--- config.mk ---
export PLATFORM = sky130hd
export DESIGN_NAME = corr_pkt_unpack
export DESIGN_NICKNAME = d
export VERILOG_FILES = /design/src/rtl/corr_pkt_unpack.sv
export SDC_FILE = /design/constraint.sdc
export NUM_CORES = 1
export LEC_CHECK = 0
export BUFFER_PORTS_ARGS = -buffer_cell sky130_fd_sc_hd__clkbuf_2
export CAP_MARGIN = 25
export CORE_MARGIN = 8
export CORE_UTILIZATION = 56
export DETAILED_ROUTE_END_ITERATION = 10
export MAX_ROUTING_LAYER = met4
export PLACE_DENSITY_LB_ADDON = 0.3
export RECOVER_POWER = 100
export SYNTH_ARGS = -nofsm -noshare
export SYNTH_HDL_FRONTEND = slang
export SYNTH_SLANG_ARGS = --single-unit
--- constraint.sdc ---
create_clock -name i_clk -period 4.5 [get_ports i_clk]
set_clock_uncertainty 0.05 [all_clocks]
set_input_delay 0.9 -clock i_clk [delete_from_list [all_inputs] [get_ports i_clk]]
set_output_delay 0.9 -clock i_clk [all_outputs]
set_load 0.005 [all_outputs]
--- src/rtl/corr_pkt_unpack.sv ---
// Reassembles 5-byte correlator result packets into parallel records and
// tracks window-number continuity with a saturating dropped-window counter.
//
// idx_q | meaning
// 0     | waiting for window number
// 1     | waiting for countX
// 2     | waiting for countY
// 3     | waiting for countIsect
// 4     | waiting for countSymdiff (frame completes on acceptance)
module corr_pkt_unpack #(
   parameter int NDROP_W = 8
) (
   input  logic               i_clk,
   input  logic               i_rst_n,
   input  logic               i_cg,
   input  logic [7:0]         i_bp_data,
   input  logic               i_bp_valid,
   output logic               o_bp_ready,
   output logic [7:0]         o_winNum,
   output logic [7:0]         o_countX,
   output logic [7:0]         o_countY,
   output logic [7:0]         o_countIsect,
   output logic [7:0]         o_countSymdiff,
   output logic               o_valid,
   input  logic               i_ready,
   output logic [NDROP_W-1:0] o_nDropped,
   output logic               o_gap,
   input  logic               i_clearDropped
);

   localparam int SUM_W = ((NDROP_W > 8) ? NDROP_W : 8) + 1;

   logic [2:0]         idx_q;
   logic [7:0]         sh_win_q;
   logic [7:0]         sh_x_q;
   logic [7:0]         sh_y_q;
   logic [7:0]         sh_isect_q;
   logic               valid_q;
   logic               have_last_q;
   logic [7:0]         last_win_q;
   logic [NDROP_W-1:0] n_dropped_q;
   logic               gap_q;

   logic               accept;
   logic               complete;
   logic               consume;
   logic               clear;
   logic               seq_gap;
   logic [7:0]         gap_len;
   logic [SUM_W-1:0]   drop_sum;
   logic [NDROP_W-1:0] drop_next;

   // The last byte is the only one that needs a free output slot; earlier
   // bytes land in shadow registers and never stall.
   assign o_bp_ready = i_cg && ((idx_q != 3'd4) || !valid_q || i_ready);
   assign accept     = i_bp_valid && o_bp_ready;
   assign complete   = accept && (idx_q == 3'd4);
   assign o_valid    = valid_q && i_cg;
   assign consume    = o_valid && i_ready;
   assign clear      = i_cg && i_clearDropped;

   // Modular distance; zero means the window numbers are consecutive, and a
   // repeated number wraps to 255 skipped windows.
   assign gap_len   = sh_win_q - last_win_q - 8'd1;
   assign seq_gap   = complete && have_last_q && (gap_len != 8'd0) && !clear;
   assign drop_sum  = SUM_W'(n_dropped_q) + SUM_W'(gap_len);
   assign drop_next = (|drop_sum[SUM_W-1:NDROP_W]) ? '1 : drop_sum[NDROP_W-1:0];

   assign o_nDropped = n_dropped_q;
   assign o_gap      = gap_q;

   always_ff @(posedge i_clk) begin
      if (!i_rst_n) begin
         idx_q          <= 3'd0;
         sh_win_q       <= 8'd0;
         sh_x_q         <= 8'd0;
         sh_y_q         <= 8'd0;
         sh_isect_q     <= 8'd0;
         valid_q        <= 1'b0;
         have_last_q    <= 1'b0;
         last_win_q     <= 8'd0;
         n_dropped_q    <= '0;
         gap_q          <= 1'b0;
         o_winNum       <= 8'd0;
         o_countX       <= 8'd0;
         o_countY       <= 8'd0;
         o_countIsect   <= 8'd0;
         o_countSymdiff <= 8'd0;
      end else begin
         // Pulse only; seq_gap already requires i_cg, so it reads 0 while gated.
         gap_q <= seq_gap;

         if (i_cg) begin
            if (accept) begin
               case (idx_q)
                  3'd0:    sh_win_q   <= i_bp_data;
                  3'd1:    sh_x_q     <= i_bp_data;
                  3'd2:    sh_y_q     <= i_bp_data;
                  3'd3:    sh_isect_q <= i_bp_data;
                  default: ;
               endcase
               idx_q <= (idx_q == 3'd4) ? 3'd0 : idx_q + 3'd1;
            end

            if (complete) begin
               o_winNum       <= sh_win_q;
               o_countX       <= sh_x_q;
               o_countY       <= sh_y_q;
               o_countIsect   <= sh_isect_q;
               o_countSymdiff <= i_bp_data;
               valid_q        <= 1'b1;
            end else if (consume) begin
               valid_q <= 1'b0;
            end

            if (clear) begin
               n_dropped_q <= '0;
            end else if (seq_gap) begin
               n_dropped_q <= drop_next;
            end

            // A completing frame always becomes the new baseline, even on clear.
            if (complete) begin
               last_win_q  <= sh_win_q;
               have_last_q <= 1'b1;
            end else if (clear) begin
               have_last_q <= 1'b0;
            end
         end
      end
   end

endmodule

Yosys cells after proc, flatten, opt, wreduce, memory -nomap -nowiden

Cells that the tools add are included.

$add $sub $neg: 4
Equality and inequality tests: 5
Muxes and demuxes: 8
Reductions and logical operators: 27

Operators by type and width:

| cell                | number |
|---|---|
| $mux 8              | 3 |
| $reduce_and 3->1    | 4 |
| $reduce_and 2->1    | 5 |
| $add 8x8->9         | 1 |
| $logic_and 1x1->1   | 9 |
| $reduce_bool 8->1   | 1 |
| $sub 8x1->8 const B | 1 |
| $sub 8x8->8         | 1 |
| $eq 3x2->1 const B  | 2 |
| $reduce_bool 2->1   | 3 |
| $mux 1              | 4 |
| $add 3x1->3 const B | 1 |
| $eq 3x1->1 const B  | 1 |
| $eq 3x3->1 const B  | 1 |
| $logic_not 3->1     | 1 |
| $mux 3              | 1 |
| $ne 3x3->1 const B  | 1 |
| $logic_not 1->1     | 2 |
| $logic_or 1x1->1    | 2 |

Register bits after elaboration: 86
Input bits: 14
Output and inout bits: 51

Depth between registers and ports, before layout

Gate-level depths: netlist (run 1).

Depth after elaboration: 11
Gate-level depth with buffers: 16
Mapped depth without buffers: 16

Least setup slack after synthesis (run 1)

Ideal clock, no wire load.

Path kind: reg2reg
Start: register last_win_q[0]
End: register n_dropped_q[7], in the netlist o_nDropped[7]
Setup time: 116 ps
Arrival: 3,283 ps
Required time: 4,334 ps
Path slack: 1,051 ps
Stages on the path, launching flop included: 14
Buffers on the path: 0
Cell sequence: dfxtp_1 inv_1 ha_1 inv_1 fa_1 inv_1 fa_1 a21o_1 a21o_1 a21o_1 or3_1 a31o_4 or4_1 o211a_1

Word-level cells in the longest chain between the ends: 7
Elaborated cells between the ends (all ways): 11

RTL lines:

| item                                                | line | RTL |
|---|---|---|
| from (decl)                                         | 40   | `logic [7:0] last_win_q;` |
| from (signal assigned)                              | 124  | `last_win_q <= sh_win_q;` |
| $sub 8x8->8 (*)                                     | 64   | `assign gap_len = sh_win_q - last_win_q - 8'd1;` |
| $sub 8x1->8 (*)                                     | 64   |  |
| branches (longest 5 deep; another with $add 8x8->9) | n/a  |  |
| to (signal assigned)                                | 119  | `n_dropped_q <= drop_next;` |
| to (decl)                                           | 41   | `logic [NDROP_W-1:0] n_dropped_q;` |

Every way passes the cells marked *. The select of a mux whose other input is x is not followed.
A chain may end at the register's enable or synchronous reset.

Worst setup path after layout (run 1)

Start: register sh_win_q[0]
End: register n_dropped_q[7], in the netlist o_nDropped[7]

Word-level cells in the longest chain between the ends: 7
Elaborated cells between the ends (all ways): 11

RTL lines:

| item                                                | line | RTL |
|---|---|---|
| from (decl)                                         | 34   | `logic [7:0] sh_win_q;` |
| from (signal assigned)                              | 96   | `3'd0: sh_win_q <= i_bp_data;` |
| $sub 8x8->8 (*)                                     | 64   |  |
| $sub 8x1->8 (*)                                     | 64   |  |
| branches (longest 5 deep; another with $add 8x8->9) | n/a  |  |

Marks and branches as above.

==> summary.txt, run 1 <==
STA
  – RSZ-0062 raised after global routing: false
  – Final setup vio count: 0
  – Period utilization: 80.31%
  – Max Clk Rate: 276.7 MHz
  – Final Slew Violations: 0
  – Slew HR: 30.44%
  – TNS Setup: 0 ns
  – Slew @ Worst Pin: 1.043 ns
  – Final Hold Vio Count: 0
  – Minimum clock period: 3.614 ns

Setup path
  – Worst EP arrival: 3.82 ns
  – CP Buf/Inv Count: 2
  – Cell Chain, Critical Path: ha_1 -> inv_1 -> fa_1 -> inv_1 -> fa_1 -> a21o_1 -> a21o_1 -> a21o_1 -> or3_1 -> a31o_1 -> or4_1 -> o211a_1
  – CP Capture Type: flip-flop
  – Worst Path Class, Setup: flip-flop to flip-flop
  – Family with the most delay on the worst path: adder cells
  – Crit-path max FO: 8
  – Max incr delay on CP: 0.54 ns
  – Setup crit start kind: flip-flop
  – Slowest CP cell: or4_1
  – Most frequent CP cell: a21o_1
  – Worst path required time: 4.70 ns

Power and ir drop
  – Reg power frac: 53.2%
  – P per Cell Area: 323.3 nW/µm²
  – Maximum VDD drop: 0.2169 mV
  – Static Leak: 0.001761 µW
  – NetSw: 363.9 µW
  – Sw frac: 25.11%
  – Clock group share of total power: 37.7%
  – Comb power frac: 9.0%
  – Pint: 1085 µW

Detailed routing
  – First drt pass iteration count: 6
  – WL final: 8744 µm
  – Wirelength per Cell: 14.06 µm
  – Remaining DRCs: 0
  – Vias/cell: 5.277
  – Antenna-violating nets left: 0
  – DR iter-0 viols: 142
  – Vias: 3282

Logic synthesis
  – Mapped cell area: 3950 µm²
  – Synth Register Bits: 86
  – Avg Synthesized Cell Area: 8.513 µm²
  – Sequential-to-total area share from yosys stat: 43.59%
  – Yosys warnings: 0
  – Primary FF master, synth: dfxtp_1
  – Yosys cell types: 41
  – Number of synthesized flops with an enable pin: 0
  – Syn_nets: 500
  – Ys async rst share: 0%
  – Post-Synthesis Cells: 464

Global routing
  – Pin count of the biggest net entering global routing: 79
  – Antenna violations before repair: 0
  – Overflow left after global routing: 0
  – GRT Util Overall: 18.56%
  – Vias in the first global route: 3289
  – First-pass GRT wire length: 14850 µm

Placed design
  – Global placement routability congestion: 0.8359
  – Hpwl dp: 6296 µm
  – PortBufs: 64

Floorplan
  – FP Rows: 30
  – Core ar.: 6794 µm²
  – DIE AREA: 9997 µm²
  – I/O pin cnt: 65
  – Initial core utilization: 58.14%
  – Die Y: 99.99 µm
  – Die width: 99.99 µm

Clock tree
  – Root buffer cell: clkbuf_8
  – Post-CTS sizing: 0
  – CTS Hold Bufs: 0
  – # Post-CTS Setup Buffers: 0
  – CTS Sinks: 86
  – Worst-path clk slew: 0.09 ns
  – CTS Buf Count: 9
  – CTS tree: built
  – Longest Clk Path Bufs: 2
  – Skew-Pair Late Insertion Delay: 0.35 ns
  – H-tree Lvls: 3

Final layout
  – Commonest non-fill, non-tap cell in the layout: nand2_1
  – Final nets: 557
  – Commonest non-fill, non-tap cells in the layout: nand2_1 (145), dfxtp_1 (86), a21boi_0 (63)
  – Share of layout cells above drive strength 1: 9.506%
  – ANT cells: 0
  – Fin util: 65.99%
  – Layout area overhead: 13.49%
  – Fillers: 611

Job
  – Max_cap viols: 0

Outcome
  – Status: completed

Worst hold path
  – Class of the worst hold path: flip-flop to flip-flop
## cells in the mapped netlist (2+ instances only)
cell type / n / share of area [%]
a211oi_1: 2 / 0.38
a21boi_1: 67 / 13
a21o_1: 5 / 0.95
a21oi_1: 6 / 0.76
and2_1: 6 / 0.95
clkbuf_1: 21 / 2.0
dfxtp_1: 86 / 44
fa_1: 2 / 1.0
ha_1: 20 / 6.3
inv_1: 16 / 1.5
mux2i_1: 9 / 2.3
nand2_1: 145 / 14
nand2b_1: 3 / 0.48
nor2_1: 13 / 1.2
nor2b_1: 13 / 2.1
nor3_1: 3 / 0.38
o21ai_0: 3 / 0.38
o21ba_1: 3 / 0.76
o22ai_1: 5 / 0.79
o41ai_1: 4 / 0.89
or3_1: 2 / 0.32
or4_1: 2 / 0.38
xnor2_1: 7 / 1.6
xor2_1: 4 / 0.89
## power groups by stage
| stage | logic, µW | clock network [µW] | registers [µW] |
|---|---|---|---|
| final | 131 | 547 | 771 |
| after global routing | 147 | 588 | 773 |
| after CTS | 133 | 555 | 771 |
| after detailed placement | 132 | 0 | 789 |
| after global placement | 127 | 0 | 789 |
| after floorplan | 100 | 0 | 788 |
## worst paths after layout
check / startpoint / endpoint / slack [ns] / depth (start not counted)
max: sh_win_q[0]$_SDFFE_PN0P_ / o_nDropped[7]$_SDFFE_PN0P_ / 0.89 / 12
min: o_countSymdiff[0]$_SDFFE_PN0P_ / o_countSymdiff[0]$_SDFFE_PN0P_ / 0.42 / 2
max reg2reg: sh_win_q[0]$_SDFFE_PN0P_ / o_nDropped[7]$_SDFFE_PN0P_ / 0.89 / 12
min reg2reg: o_countSymdiff[0]$_SDFFE_PN0P_ / o_countSymdiff[0]$_SDFFE_PN0P_ / 0.42 / 2
## through the flow
stage          instance area, µm²  worst slack, ns  power [µW]  hold slack (ns)  instances
4_1_cts                      4537           0.9089        1460           0.4076        622
2_1_floorplan                3950            1.051       888.1           0.3804        464
3_5_place_dp                 4339           0.9183       921.3           0.3964        606
3_3_place_gp                 4339           0.9920       916.0           0.3870        606
6_report                     4483           0.8862        1449           0.4154        622
5_1_grt                      4483           0.6878        1507           0.4353        622
## registers in the layout, summed over array words and instances (netlist names)
| signal | cells |
|---|---|
| last_win_q | 8 |
| o_countIsect | 8 |
| o_countSymdiff | 8 |
| o_countX | 8 |
| o_countY | 8 |
| o_nDropped | 8 |
| sh_isect_q | 8 |
| sh_win_q | 8 |
| sh_x_q | 8 |
| sh_y_q | 8 |
| idx_q | 3 |
| have_last_q | 1 |
| o_gap | 1 |
| valid_q | 1 |
## metal layers
layer / wire (µm) / global-route usage, %
met1: 3747 / 21.61
met2: 4302 / 30.94
met3: 629 / 4.567
met4: 64 / 5.465
met5: 0 / -
## final cells by class
class | instances | area [µm²] | share of cell area [%]
repair buffers | 67 | 297.8 | 6.642
flip-flops and latches | 86 | 1722 | 38.40
multi-input cells | 340 | 2082 | 46.44
inverters | 17 | 63.81 | 1.423
well taps | 96 | 120.1 | 2.679
clock inverters | 6 | 70.07 | 1.563
clock buffers | 10 | 127.6 | 2.847
## cells by family after synthesis
| family | synth area share (%) |
|---|---|
| flip-flops | 43.59 |
| buffers and inverters | 3.611 |
| XOR/XNOR | 2.439 |
| adder cells (fa/ha/maj) | 7.349 |
| AO/OA/AOI/OAI | 19.99 |
| AND/OR/NAND/NOR | 20.75 |
| multiplexers | 2.281 |
## worst min-delay path, cell delays in order, from the launching register on
cell	delay [ns]
dfxtp_1	0.31
nand2_1	0.05
a21boi_0	0.06
(Power assumes the default switching activity.)
==> run 2, diff against run 1 <==
--- a/config.mk
+++ b/config.mk
@@ -8,7 +8,7 @@
 export BUFFER_PORTS_ARGS = -buffer_cell sky130_fd_sc_hd__clkbuf_2
 export CAP_MARGIN = 25
 export CORE_MARGIN = 8
-export CORE_UTILIZATION = 56
+export CORE_UTILIZATION = 51
 export DETAILED_ROUTE_END_ITERATION = 10
 export MAX_ROUTING_LAYER = met4
 export PLACE_DENSITY_LB_ADDON = 0.3
==> constraint.sdc (replaced) <==
create_clock -name i_clk -period 2.9 [get_ports i_clk]
set_clock_uncertainty 0.05 [all_clocks]
set_input_delay 0.58 -clock i_clk [delete_from_list [all_inputs] [get_ports i_clk]]
set_output_delay 0.58 -clock i_clk [all_outputs]
set_load 0.005 [all_outputs]
==> run 2 against run 1 <==
  * Sequential share of layout area is 3.0 points lower
  * Maximum frequency is 12% higher
  * First-iteration DRC count up 9.9%
  * The run now ends with setup timing left
  * Register-to-register slack worse by 1.2 ns
==> summary.txt, run 2 (synthesized netlist as in run 1, its figures left out) <==
Outcome
  – Status: finished, violations left
  – Failing checks: setup timing

STA
  – Worst path setup slack after routing: -0.3410 ns
  – Minimum clock period: 3.241 ns
  – Final Slew Violations: 0
  – TNS Setup: -1.607 ns
  – Slew HR: 55.72%
  – RSZ-0062 raised after global routing: true
  – Final setup vio count: 7
  – Max Clk Rate: 308.5 MHz
  – Slew @ Worst Pin: 0.6643 ns
  – Period utilization: 111.8%
  – WHS: 0.4044 ns
  – Final Hold Vio Count: 0

Setup path
  – Worst path required time: 3.10 ns
  – Worst EP arrival: 3.44 ns
  – Worst Path Class, Setup: flip-flop to flip-flop
  – Slowest CP cell: fa_2
  – Max incr delay on CP: 0.53 ns
  – CP Capture Type: flip-flop
  – Crit-path max FO: 6
  – Family with the most delay on the worst path: adder cells
  – CP Buf/Inv Count: 3
  – Setup crit start kind: flip-flop
  – Cell Chain, Critical Path: inv_2 -> ha_4 -> inv_2 -> fa_2 -> inv_2 -> fa_2 -> a21o_1 -> a21o_1 -> a21o_1 -> or3_4 -> a31o_4 -> or4_1 -> o211a_1

Clock tree
  – Root buffer cell: clkbuf_8
  – CTS Sinks: 86
  – CTS Buf Count: 9
  – Worst-path clk slew: 0.10 ns
  – H-tree Lvls: 3
  – CTS tree: built
  – Skew-Pair Late Insertion Delay: 0.34 ns
  – Longest Clk Path Bufs: 2

Global routing
  – Pin count of the biggest net entering global routing: 78
  – Antenna violations before repair: 0
  – GRT met2 Usage: 29.84%
  – GRT Util Overall: 17.78%
  – Overflow left after global routing: 0
  – Vias in the first global route: 3403
  – Met1 usage: 21.02%
  – GRT busiest layer: met2
  – Met3 Usage GRT: 3.656%
  – First-pass GRT wire length: 15900 µm

Power and ir drop
  – Total chip power: 2494 µW
  – Pint: 1898 µW
  – NetSw: 596.4 µW
  – Comb power frac: 10.4%
  – Reg power frac: 48.0%
  – Maximum VDD drop: 0.2872 mV
  – P per Cell Area: 512.6 nW/µm²
  – Clock group share of total power: 41.6%
  – Sw frac: 23.91%
  – Static Leak: 0.001978 µW

Detailed routing
  – Vias/cell: 5.145
  – DR iter-0 viols: 156
  – Antenna-violating nets left: 0
  – Wirelength per Cell: 14.09 µm
  – First drt pass iteration count: 4
  – WL final: 9228 µm
  – Remaining DRCs: 0
  – Vias: 3370

Placed design
  – Global placement routability congestion: 0.8249
  – Hpwl dp: 6497 µm
  – PortBufs: 64

Final layout
  – Multi-input gate area: 2193 µm²
  – Layout area overhead: 23.19%
  – Commonest non-fill, non-tap cells in the layout: nand2_1 (145), dfxtp_1 (84), a21boi_1 (47)
  – Register area: 1724 µm²
  – Fillers: 668
  – ANT cells: 0
  – Commonest non-fill, non-tap cell in the layout: nand2_1
  – Share of layout cells above drive strength 1: 18.81%
  – Final nets: 584

Floorplan
  – Core ar.: 7607 µm²
  – Initial core utilization: 51.92%
  – Die width: 104.0 µm
  – Die Y: 104.0 µm
  – FP Rows: 32
  – I/O pin cnt: 65
  – DIE AREA: 10820 µm²

Job
  – Max_cap viols: 0

Worst hold path
  – Class of the worst hold path: flip-flop to flip-flop
==> run 2: changes by cell type in the layout (fill, tap and decap cells not counted), moves of 3 or more <==
cell / delta
o41ai_1: -4
o41ai_2: +4
clkbuf_1: -3
clkbuf_2: +4
inv_2: +4
a21boi_1: +42
nor2_1: -3
a21boi_0: -42
buf_4: +22
inv_1: -3
==> run 2: worst register-to-register path: stages (launching register included) <==
cell     delay, ns
dfxtp_1       0.33
inv_2         0.06
ha_4          0.12
inv_2         0.03
fa_2          0.53
inv_2         0.04
fa_2          0.33
a21o_1        0.18
a21o_1        0.17
a21o_1        0.17
or3_4         0.33
a31o_4        0.26
or4_1         0.40
o211a_1       0.14
==> run 2: final timing paths <==
path                                 to  slack [ns]  depth (start not counted)                  startpoint
min            have_last_q$_SDFFE_PN0P_        0.40                          2    have_last_q$_SDFFE_PN0P_
min reg2reg    have_last_q$_SDFFE_PN0P_        0.40                          2    have_last_q$_SDFFE_PN0P_
max          o_nDropped[7]$_SDFFE_PN0P_       -0.34                         13  last_win_q[0]$_SDFFE_PN0P_
max reg2reg  o_nDropped[7]$_SDFFE_PN0P_       -0.34                         13  last_win_q[0]$_SDFFE_PN0P_
==> run 2: timing repair <==
item                                    in CTS  in global routing
endpoints found under the setup margin       8                  9
pin swaps                                    8                  6
buffers inserted                             2                  2
hold buffers                                 0                  0
resized for setup                            4                 17
==> run 2: layout make-up <==
class | count | area share (%)
Clock buffer | 9 | 2.546
Clock inverter | 7 | 2.700
Inverter | 17 | 1.311
Multi-Input combinational cell | 340 | 45.08
Sequential cell | 86 | 35.43
Tap cell | 102 | 2.623
Timing Repair Buffer | 94 | 10.31
==> run 2: metrics by stage <==
step | instances | area [µm²] | setup WS, ns | util (%)
after global routing | 655 | 4866 | -0.4731 | 63.96
after CTS | 653 | 4827 | -0.3462 | 63.45
after floorplan | 464 | 3968 | -0.3029 | -
after detailed placement | 635 | 4537 | -0.3841 | 59.64
final | 655 | 4866 | -0.3410 | 63.96
after global placement | 635 | 4537 | -0.3252 | 59.64
==> run 2: power groups by stage <==
stage / logic, µW / clock network, µW / registers, µW
finish: 258 / 1040 / 1200
global route: 285 / 1110 / 1200
CTS: 239 / 1050 / 1200
detailed placement: 232 / 0 / 1220
global placement: 225 / 0 / 1220
floorplan: 157 / 0 / 1220
==> run 2: metal layers <==
metal | wire length [µm] | vias up
met2 | 4544 | 55
met1 | 4254 | 1589
li1 | - | 1713
met5 | 0 | -
met4 | 111 | 0
met3 | 317 | 13
